`src/rtl/pcfx_bus_pkg.sv`:
```
// Shared types and decode helpers for the PC-FX V810 external bus controller.
package pcfx_bus_pkg;

    typedef enum logic [1:0] {
        REG_RAM  = 2'd0,
        REG_ROM  = 2'd1,
        REG_NONE = 2'd2
    } region_e;

    typedef enum logic [1:0] {
        ST_IDLE = 2'd0,
        ST_WAIT = 2'd1,
        ST_HOLD = 2'd2
    } state_e;

    localparam logic [11:0] ROM_BASE = 12'hFFF;

    // Only A[31:20] takes part in decode, so callers pass just those bits.
    function automatic region_e region_of(input logic [11:0] a_hi);
        if (a_hi == ROM_BASE)
            return REG_ROM;
        else if (!a_hi[11])
            return REG_RAM;
        else
            return REG_NONE;
    endfunction

    function automatic int max3(input int a, input int b, input int c);
        int m;
        m = (a > b) ? a : b;
        return (m > c) ? m : c;
    endfunction

endpackage

```
`src/rtl/pcfx_bus_decode.sv`:
```
// Combinational address-to-region decode for the external bus.
module pcfx_bus_decode
    import pcfx_bus_pkg::*;
(
    input  logic [11:0] addr_hi,
    output region_e     region
);

    assign region = region_of(addr_hi);

endmodule

```
`src/rtl/pcfx_bus_ctrl.sv`:
```
// V810 external bus controller: chip selects, wait-state READYn/SZRQn/BERR
// generation and CPU/DMA bus ownership via HLDRQ/HLDAK.
module pcfx_bus_ctrl
    import pcfx_bus_pkg::*;
#(
    parameter int ROM_WAIT = 2,
    parameter int RAM_WAIT = 0,
    parameter int TIMEOUT  = 15
) (
    input  logic        CLK,
    input  logic        RES,
    input  logic        CE,
    input  logic [31:0] A,
    input  logic        MRQn,
    input  logic        BCYSTn,
    input  logic        RW,
    output logic        READYn,
    output logic        SZRQn,
    output logic        ROM_CEn,
    output logic        RAM_CEn,
    output logic        BERR,
    input  logic        HLDRQ,
    output logic        HLDAK,
    output logic        BUSY
);

    localparam int MAX_WAIT = max3(ROM_WAIT, RAM_WAIT, TIMEOUT);
    localparam int CNT_W    = (MAX_WAIT < 1) ? 1 : $clog2(MAX_WAIT + 1);

    typedef logic [CNT_W-1:0] cnt_t;

    function automatic cnt_t wait_of(input region_e r);
        case (r)
            REG_ROM: return cnt_t'(ROM_WAIT);
            REG_RAM: return cnt_t'(RAM_WAIT);
            default: return cnt_t'(TIMEOUT);
        endcase
    endfunction

    state_e      state_q, state_d;
    cnt_t        cnt_q, cnt_d;
    region_e     region_q, region_d;
    logic        cyc_rw_q, cyc_rw_d;
    logic        pend_q, pend_d;
    logic [11:0] pend_addr_q, pend_addr_d;
    logic        pend_rw_q, pend_rw_d;

    logic readyn_q, readyn_d;
    logic szrqn_q, szrqn_d;
    logic rom_cen_q, rom_cen_d;
    logic ram_cen_q, ram_cen_d;
    logic berr_q, berr_d;
    logic hldak_q, hldak_d;
    logic busy_q, busy_d;

    logic        start, use_pend, launch, latch, in_ready;
    logic [11:0] dec_addr;
    region_e     dec_region;

    // Direction and low address bits travel with the cycle but drive no output.
    logic unused_bits;
    assign unused_bits = ^{A[19:0], cyc_rw_q};

    assign start    = !BCYSTn && !MRQn;
    // A cycle held back during HOLD decodes from its latched address.
    assign use_pend = (state_q == ST_IDLE) && pend_q;
    assign dec_addr = use_pend ? pend_addr_q : A[31:20];

    pcfx_bus_decode u_decode (
        .addr_hi (dec_addr),
        .region  (dec_region)
    );

    always_ff @(posedge CLK or posedge RES) begin
        if (RES) begin
            state_q     <= ST_IDLE;
            cnt_q       <= '0;
            region_q    <= REG_RAM;
            cyc_rw_q    <= 1'b0;
            pend_q      <= 1'b0;
            pend_addr_q <= '0;
            pend_rw_q   <= 1'b0;
            readyn_q    <= 1'b1;
            szrqn_q     <= 1'b1;
            rom_cen_q   <= 1'b1;
            ram_cen_q   <= 1'b1;
            berr_q      <= 1'b0;
            hldak_q     <= 1'b0;
            busy_q      <= 1'b0;
        end else if (CE) begin
            state_q     <= state_d;
            cnt_q       <= cnt_d;
            region_q    <= region_d;
            cyc_rw_q    <= cyc_rw_d;
            pend_q      <= pend_d;
            pend_addr_q <= pend_addr_d;
            pend_rw_q   <= pend_rw_d;
            readyn_q    <= readyn_d;
            szrqn_q     <= szrqn_d;
            rom_cen_q   <= rom_cen_d;
            ram_cen_q   <= ram_cen_d;
            berr_q      <= berr_d;
            hldak_q     <= hldak_d;
            busy_q      <= busy_d;
        end
    end

    always_comb begin
        state_d     = state_q;
        cnt_d       = cnt_q;
        region_d    = region_q;
        cyc_rw_d    = cyc_rw_q;
        pend_d      = pend_q;
        pend_addr_d = pend_addr_q;
        pend_rw_d   = pend_rw_q;
        launch      = 1'b0;
        latch       = 1'b0;

        case (state_q)
            // A pending cycle goes first so the CPU gets one cycle between holds.
            ST_IDLE: begin
                if (pend_q) begin
                    launch = 1'b1;
                end else if (HLDRQ) begin
                    state_d = ST_HOLD;
                    latch   = start;
                end else begin
                    launch = start;
                end
            end
            ST_WAIT: begin
                if (cnt_q == '0) begin
                    state_d = ST_IDLE;
                    launch  = start;
                end else begin
                    cnt_d = cnt_q - cnt_t'(1);
                end
            end
            ST_HOLD: begin
                latch = start;
                if (!HLDRQ) state_d = ST_IDLE;
            end
            default: state_d = ST_IDLE;
        endcase

        if (launch) begin
            state_d  = ST_WAIT;
            region_d = dec_region;
            cnt_d    = wait_of(dec_region);
            cyc_rw_d = use_pend ? pend_rw_q : RW;
            pend_d   = 1'b0;
        end
        if (latch) begin
            pend_d      = 1'b1;
            pend_addr_d = A[31:20];
            pend_rw_d   = RW;
        end
    end

    // Outputs are registered, so they are derived from the next state.
    always_comb begin
        in_ready  = (state_d == ST_WAIT) && (cnt_d == '0);
        readyn_d  = !in_ready;
        szrqn_d   = !(in_ready && region_d == REG_ROM);
        berr_d    = in_ready && region_d == REG_NONE;
        rom_cen_d = !(state_d == ST_WAIT && region_d == REG_ROM);
        ram_cen_d = !(state_d == ST_WAIT && region_d == REG_RAM);
        hldak_d   = (state_d == ST_HOLD);
        busy_d    = (state_d == ST_WAIT) || pend_d;
    end

    assign READYn  = readyn_q;
    assign SZRQn   = szrqn_q;
    assign ROM_CEn = rom_cen_q;
    assign RAM_CEn = ram_cen_q;
    assign BERR    = berr_q;
    assign HLDAK   = hldak_q;
    assign BUSY    = busy_q;

endmodule

```
`config.mk`:
```
export PLATFORM = sky130hd
export DESIGN_NAME = pcfx_bus_ctrl
export DESIGN_NICKNAME = d
export VERILOG_FILES = /design/src/rtl/pcfx_bus_pkg.sv /design/src/rtl/pcfx_bus_decode.sv /design/src/rtl/pcfx_bus_ctrl.sv
export SDC_FILE = /design/constraint.sdc
export NUM_CORES = 1
export LEC_CHECK = 0
export ABC_CLOCK_PERIOD_IN_PS = 2300
export BUFFER_PORTS_ARGS = -buffer_cell sky130_fd_sc_hd__buf_4
export CAP_MARGIN = 30
export CORE_MARGIN = 4
export CORE_UTILIZATION = 40
export DETAILED_ROUTE_END_ITERATION = 10
export HOLD_SLACK_MARGIN = 0.05
export PLACE_DENSITY_LB_ADDON = 0.08
export SKIP_CTS_REPAIR_TIMING = 1
export SLEW_MARGIN = 10
export SYNTH_ARGS = -nofsm -noshare
export SYNTH_HDL_FRONTEND = slang
export SYNTH_SLANG_ARGS = --single-unit
```
`constraint.sdc`:
```
create_clock -name CLK -period 2.3 [get_ports CLK]
set_clock_uncertainty 0.05 [all_clocks]
set_input_delay 0.46 -clock CLK [delete_from_list [all_inputs] [get_ports CLK]]
set_output_delay 0.46 -clock CLK [all_outputs]
set_load 0.02 [all_outputs]
```
-- Yosys cells after proc, flatten, opt, wreduce, memory -nomap -nowiden
Cells that the tools add are included.
- logic and storage cells: 64
- flip-flop bits (word level): 28
- input port bits: 39
- output and inout port bits: 7
- equal/unequal tests: 8
- reduce and logical (&&, ||, !) cells: 20
- add/sub/neg operators: 1
- mux-type cells: 23
- operators with widths (operator ; count):
    $mux 2 ; 8
    $eq 12x12->1 const B ; 1
    $mux 12 ; 1
    $mux 4 ; 3
    $eq 2x1->1 const B ; 4
    $logic_not 4->1 ; 2
    $pmux 4 s2 ; 1
    $logic_and 1x1->1 ; 7
    $mux 1 ; 7
    $eq 2x2->1 const B ; 3
    $logic_not 1->1 ; 6
    $logic_not 2->1 ; 3
    $pmux 2 s3 ; 1
    $pmux 1 s2 ; 2
    $sub 4x1->4 const B ; 1
    $reduce_and 2->1 ; 1
    $logic_or 1x1->1 ; 1

-- Longest topological paths before layout
- depth after elaboration: 12
- gate-level depth with buffers: 7
- gate-level depth less buffers: 7

-- Modules after synthesis
A second synthesis with hierarchy kept.
- cell total of the unflattened synthesis: 142
- area total of the unflattened synthesis: 1584.0 µm²
- by module, submodules not included (module ; area an instance (µm²) ; instances ; sequential area each (µm²) ; cells each):
    pcfx_bus_ctrl ; 1539.0 ; 1 ; 705.7 ; 135
    pcfx_bus_decode ; 45.0 ; 1 ; 0.0 ; 7

-- Worst setup path before layout
No wires, ideal clock.
- kind: reg2reg
- start point: register cnt_q[0]
- end point: register cnt_q[3]
- clock period less this slack: 1931 ps
- setup time: 121 ps
- path slack: 369 ps
- cell stages (with the launch flop): 8
- buffers on the path: 0
- required time: 2129 ps
- arrival: 1760 ps
- cell sequence: dfrtp_1 > inv_1 > ha_1 > nor3b_1 > a211oi_1 > nor2_2 > a22o_1 > a22o_1
- word-level cells in the longest chain between the ends: 4
- elaborated cells between the ends (all ways): 7
- classes of those cells: add/sub: 1; mux: 5; reduce/logical: 1
- ends and longest elaborated chain (element ; RTL line ; text):
    from (decl) ; pcfx_bus_ctrl.sv:41 ; cnt_t cnt_q, cnt_d;
    from (signal assigned) ; pcfx_bus_ctrl.sv:92 ; cnt_q <= cnt_d;
    $sub 4x1->4 / $logic_not 4->1 (equally long branches) ; pcfx_bus_ctrl.sv:136, pcfx_bus_ctrl.sv:132 ;
    $mux 4 / $mux 1 (equally long branches) ; pcfx_bus_ctrl.sv:132 ; if (cnt_q == '0) begin
    $mux 4 / $pmux 1 s2 (equally long branches) ; pcfx_bus_ctrl.sv:119 ; case (state_q)
    $mux 4 * ; pcfx_bus_ctrl.sv:146 ; if (launch) begin
Every way passes the cells marked *; elsewhere a longest branch is shown, timed or not.
A chain may end at the register's enable or synchronous reset.

-- Final worst setup path
- start point: register cnt_q[0]
- end point: register szrqn_q (netlist: SZRQn)
- word-level cells in the longest chain between the ends: 8
- elaborated cells between the ends (all ways): 17
- classes of those cells: add/sub: 1; eq/ne: 2; mux: 9; reduce/logical: 5
- ends and longest elaborated chain (element ; RTL line ; text):
    $sub 4x1->4 / $logic_not 4->1 (equally long branches) ; pcfx_bus_ctrl.sv:136, pcfx_bus_ctrl.sv:132 ;
    $mux 4, or another cell as far along ; pcfx_bus_ctrl.sv:132 ;
    $mux 4, or another cell as far along ; pcfx_bus_ctrl.sv:119 ;
    $mux 4 / $mux 2 (equally long branches) ; pcfx_bus_ctrl.sv:146 ;
    $logic_not 4->1 / $eq 2x1->1 (equally long branches) ; pcfx_bus_ctrl.sv:162 ; in_ready = (state_d == ST_WAIT) && (cnt_d == '0);
    $logic_and 1x1->1 ; pcfx_bus_ctrl.sv:162 ;
    $logic_and 1x1->1 * ; pcfx_bus_ctrl.sv:164 ; szrqn_d = !(in_ready && region_d == REG_ROM);
    $logic_not 1->1 * ; pcfx_bus_ctrl.sv:164 ;
    to (signal assigned) ; pcfx_bus_ctrl.sv:99 ; szrqn_q <= szrqn_d;
    to (decl) ; pcfx_bus_ctrl.sv:49 ; logic szrqn_q, szrqn_d;
Marked as above.

==> results.tsv <==
metric	value	unit
pre_cts_ws	0.157	ns
syn_area	1410	um^2
slowest_delay	0.43	ns
yosys-top-cells-count	dfrtp_1 (24), mux2_2 (12), nor2_1 (12), o21ai_0 (9), inv_1 (8)	
status	complete, no violations	
first_pass_iters	6	
fin_area	1690	um^2
p_leak	0.000745	uW
htreeDepth	1	
worst_setup_path_start_kind	flop	
final_cell_count_no_fill	204	
initial_utilization	41.8	%
synth_cells	130	
yosysUniqueCellTypes	39	
grt_pass1_wl	4830	um
die_area	4530	um^2
antenna-diode-count	0	
antenna_found_initial	0	
regToRegSetupSlack	0.20	ns
ys_seq_elements	28	
finalCritPeriodShare	91.4	%
ir_drop	0.000615	V
synth_edf_count	0	
use_met3	3.49	%
port_buffers	24	
tightest_slew	0.420	ns
required	2.52	ns
worstPathCellList	inv_1, ha_1, nor3b_1, a211oi_1, buf_4, or2_2, o21ai_0, a31oi_1	
avgSynthCellArea	10.8	um^2
core_area	3360	um^2
die_y	67.3	um
synth_top_area_cell	dfrtp_1	
hold_path_class	in2async	
drive_gt1_share	34.8	%
cts-root-buf	clkbuf_4	
path_clk_slew	0.15	ns
grt.busiest_layer	met2	
drv_cap	0	
fmax	476	MHz
grt_pass1_vias	1075	
use_met2	22.2	%
grt_usage	14.2	%
nets	199	
p_per_area	1080	nW/um^2
async_reset_ff_share	100	%
clock-sinks	28	
initialDrtViolationCount	110	
synth_area_leaders	dfrtp_1 (43%), mux2_2 (9.6%), dfstp_2 (7.5%), o21ai_0 (3.2%), nor2_1 (3.2%)	
finalWorstSetupSlack	0.199	ns
drt-vias-per-instance	5.40	
place_inst	200	
report.final.slew_viol_count	0	
drc_errors	0	
worst_path_max_delay_cell	dfrtp_1	
netlist.area_leader.share	42.7	%
slew-limit-headroom	71.8	%
totalPowerFinal	1820	uW
drtAntennaViolNets	0	
tritoncts.num_buffers	3	
pin_count	46	
clock_latency	0.33	ns
setup_viol	0	
ys.flop_type	dfrtp_1	
dieWidth	67.3	um
crit_type	reg2reg	
gp_congestion	0.822	
clockBufferDepth	2	
fin_setup_tns	0	ns
synth_sequential_area_ratio	50.2	%
cp-end-kind	flop	
fin_crit	2.10	ns
routed_wl	2900	um
finalHoldViolations	0	
area_delta_synth_final	20.0	%
use_met1	19.2	%
wl_per_cell	14.2	um
fp-row-count	21	
dp_hpwl	2180	um
synth_most_common_cell	dfrtp_1	
grt.overflow.total	0	
ys.warnings.count	0	
worstPathArrival	2.32	ns
vias	1102	
rsz0062_at_grt	no	
placed_cell_area	1650	um^2
cp_max_fo	5	
grt_max_degree	29	
cts_tree	done	
synth_fp_nets	170	
-- final timing paths --
| path | cells past startpoint | startpoint | endpoint |
|---|---|---|---|
| worst max-delay path | 8 | cnt_q[0] | SZRQn |
| worst min-delay path | 3 | RES | pend_q |
| worst max register to register | 8 | cnt_q[0] | SZRQn |
| worst min register to register | 1 | HLDAK | HLDAK |
| max in group asynchronous | 3 | RES | SZRQn |
| min in group CLK | 2 | A[24] | pend_addr_q[4] |
-- routing by layer --
| metal | part of all wire (%) | vias up |
|---|---|---|
| met5 | 0 | - |
| met4 | 1.0 | 0 |
| met3 | 4.8 | 4 |
| met2 | 45 | 21 |
| met1 | 49 | 542 |
| li1 | - | 535 |
-- state kept, by name, summed over array words and instances, names as in the netlist, 2 cells and up --
signal,cells
pend_addr_q,12
region_q,2
state_q,2
cnt_q,4
-- stage by stage --
stage               util, %  hold WS (ns)
finish                 50.2         0.115
global placement       49.1         0.420
CTS                    49.9         0.121
global route           50.2         0.136
floorplan                 -         0.429
detailed placement     49.1         0.421
-- logic make-up (layout without fill, tap and decap cells) --
| group | count (synthesis) | after routing | synth area share [%] |
|---|---|---|---|
| flops | 28 | 28 | 50.2 |
| fa+ha+maj | 1 | 1 | 0.890 |
| mux | 15 | 15 | 11.7 |
| xor+xnor | 1 | 1 | 0.623 |
| simple gates | 41 | 41 | 18.5 |
| compound gates | 31 | 31 | 14.1 |
| buf+inv | 13 | 41 | 4.00 |
-- cell type report --
type	count	area, um^2
multi-input combinational	89	654
inverter	9	33.8
sequential	28	706
clock buffer	4	26.3
tap	46	57.6
timing repair buffer	28	210
fill	350	1680
-- power breakdown --
| group | switching (uW) | internal (uW) | leakage (uW) | total (uW) |
|---|---|---|---|---|
| Combinational | 377 | 373 | 0.000396 | 750 |
| Clock | 149 | 68.1 | 0.0000150 | 217 |
| Sequential | 156 | 702 | 0.000334 | 858 |
| Total | 682 | 1140 | 0.000745 | 1820 |
-- cell usage in the layout, fill, tap and decap left out, types with 2 or more instances in the layout --
| cell | count |
|---|---|
| nor3_1 | 2 |
| mux2i_1 | 3 |
| a22oi_1 | 2 |
| nor4_1 | 4 |
| nor2_1 | 12 |
| o21a_1 | 2 |
| a21oi_1 | 6 |
| clkbuf_4 | 3 |
| a31oi_1 | 2 |
| buf_4 | 28 |
| dfrtp_1 | 24 |
| or2_2 | 2 |
| mux2_2 | 12 |
| nor3b_1 | 2 |
| a22o_1 | 2 |
| nand2_1 | 4 |
| dfstp_2 | 4 |
| inv_1 | 8 |
| nand4_1 | 6 |
| o21ai_0 | 9 |
| a21o_1 | 2 |
-- worst max-delay path, delay by kind of cell, from the launching register on --
family / cells / cell delay [ns]
AOI/OAI and AO/OA: 3 / 0.54
buffers and inverters: 2 / 0.28
DFF: 1 / 0.43
adders and majority gates: 1 / 0.17
and+or+nand+nor: 2 / 0.56
No activity file was read; power rests on OpenSTA's default activity.
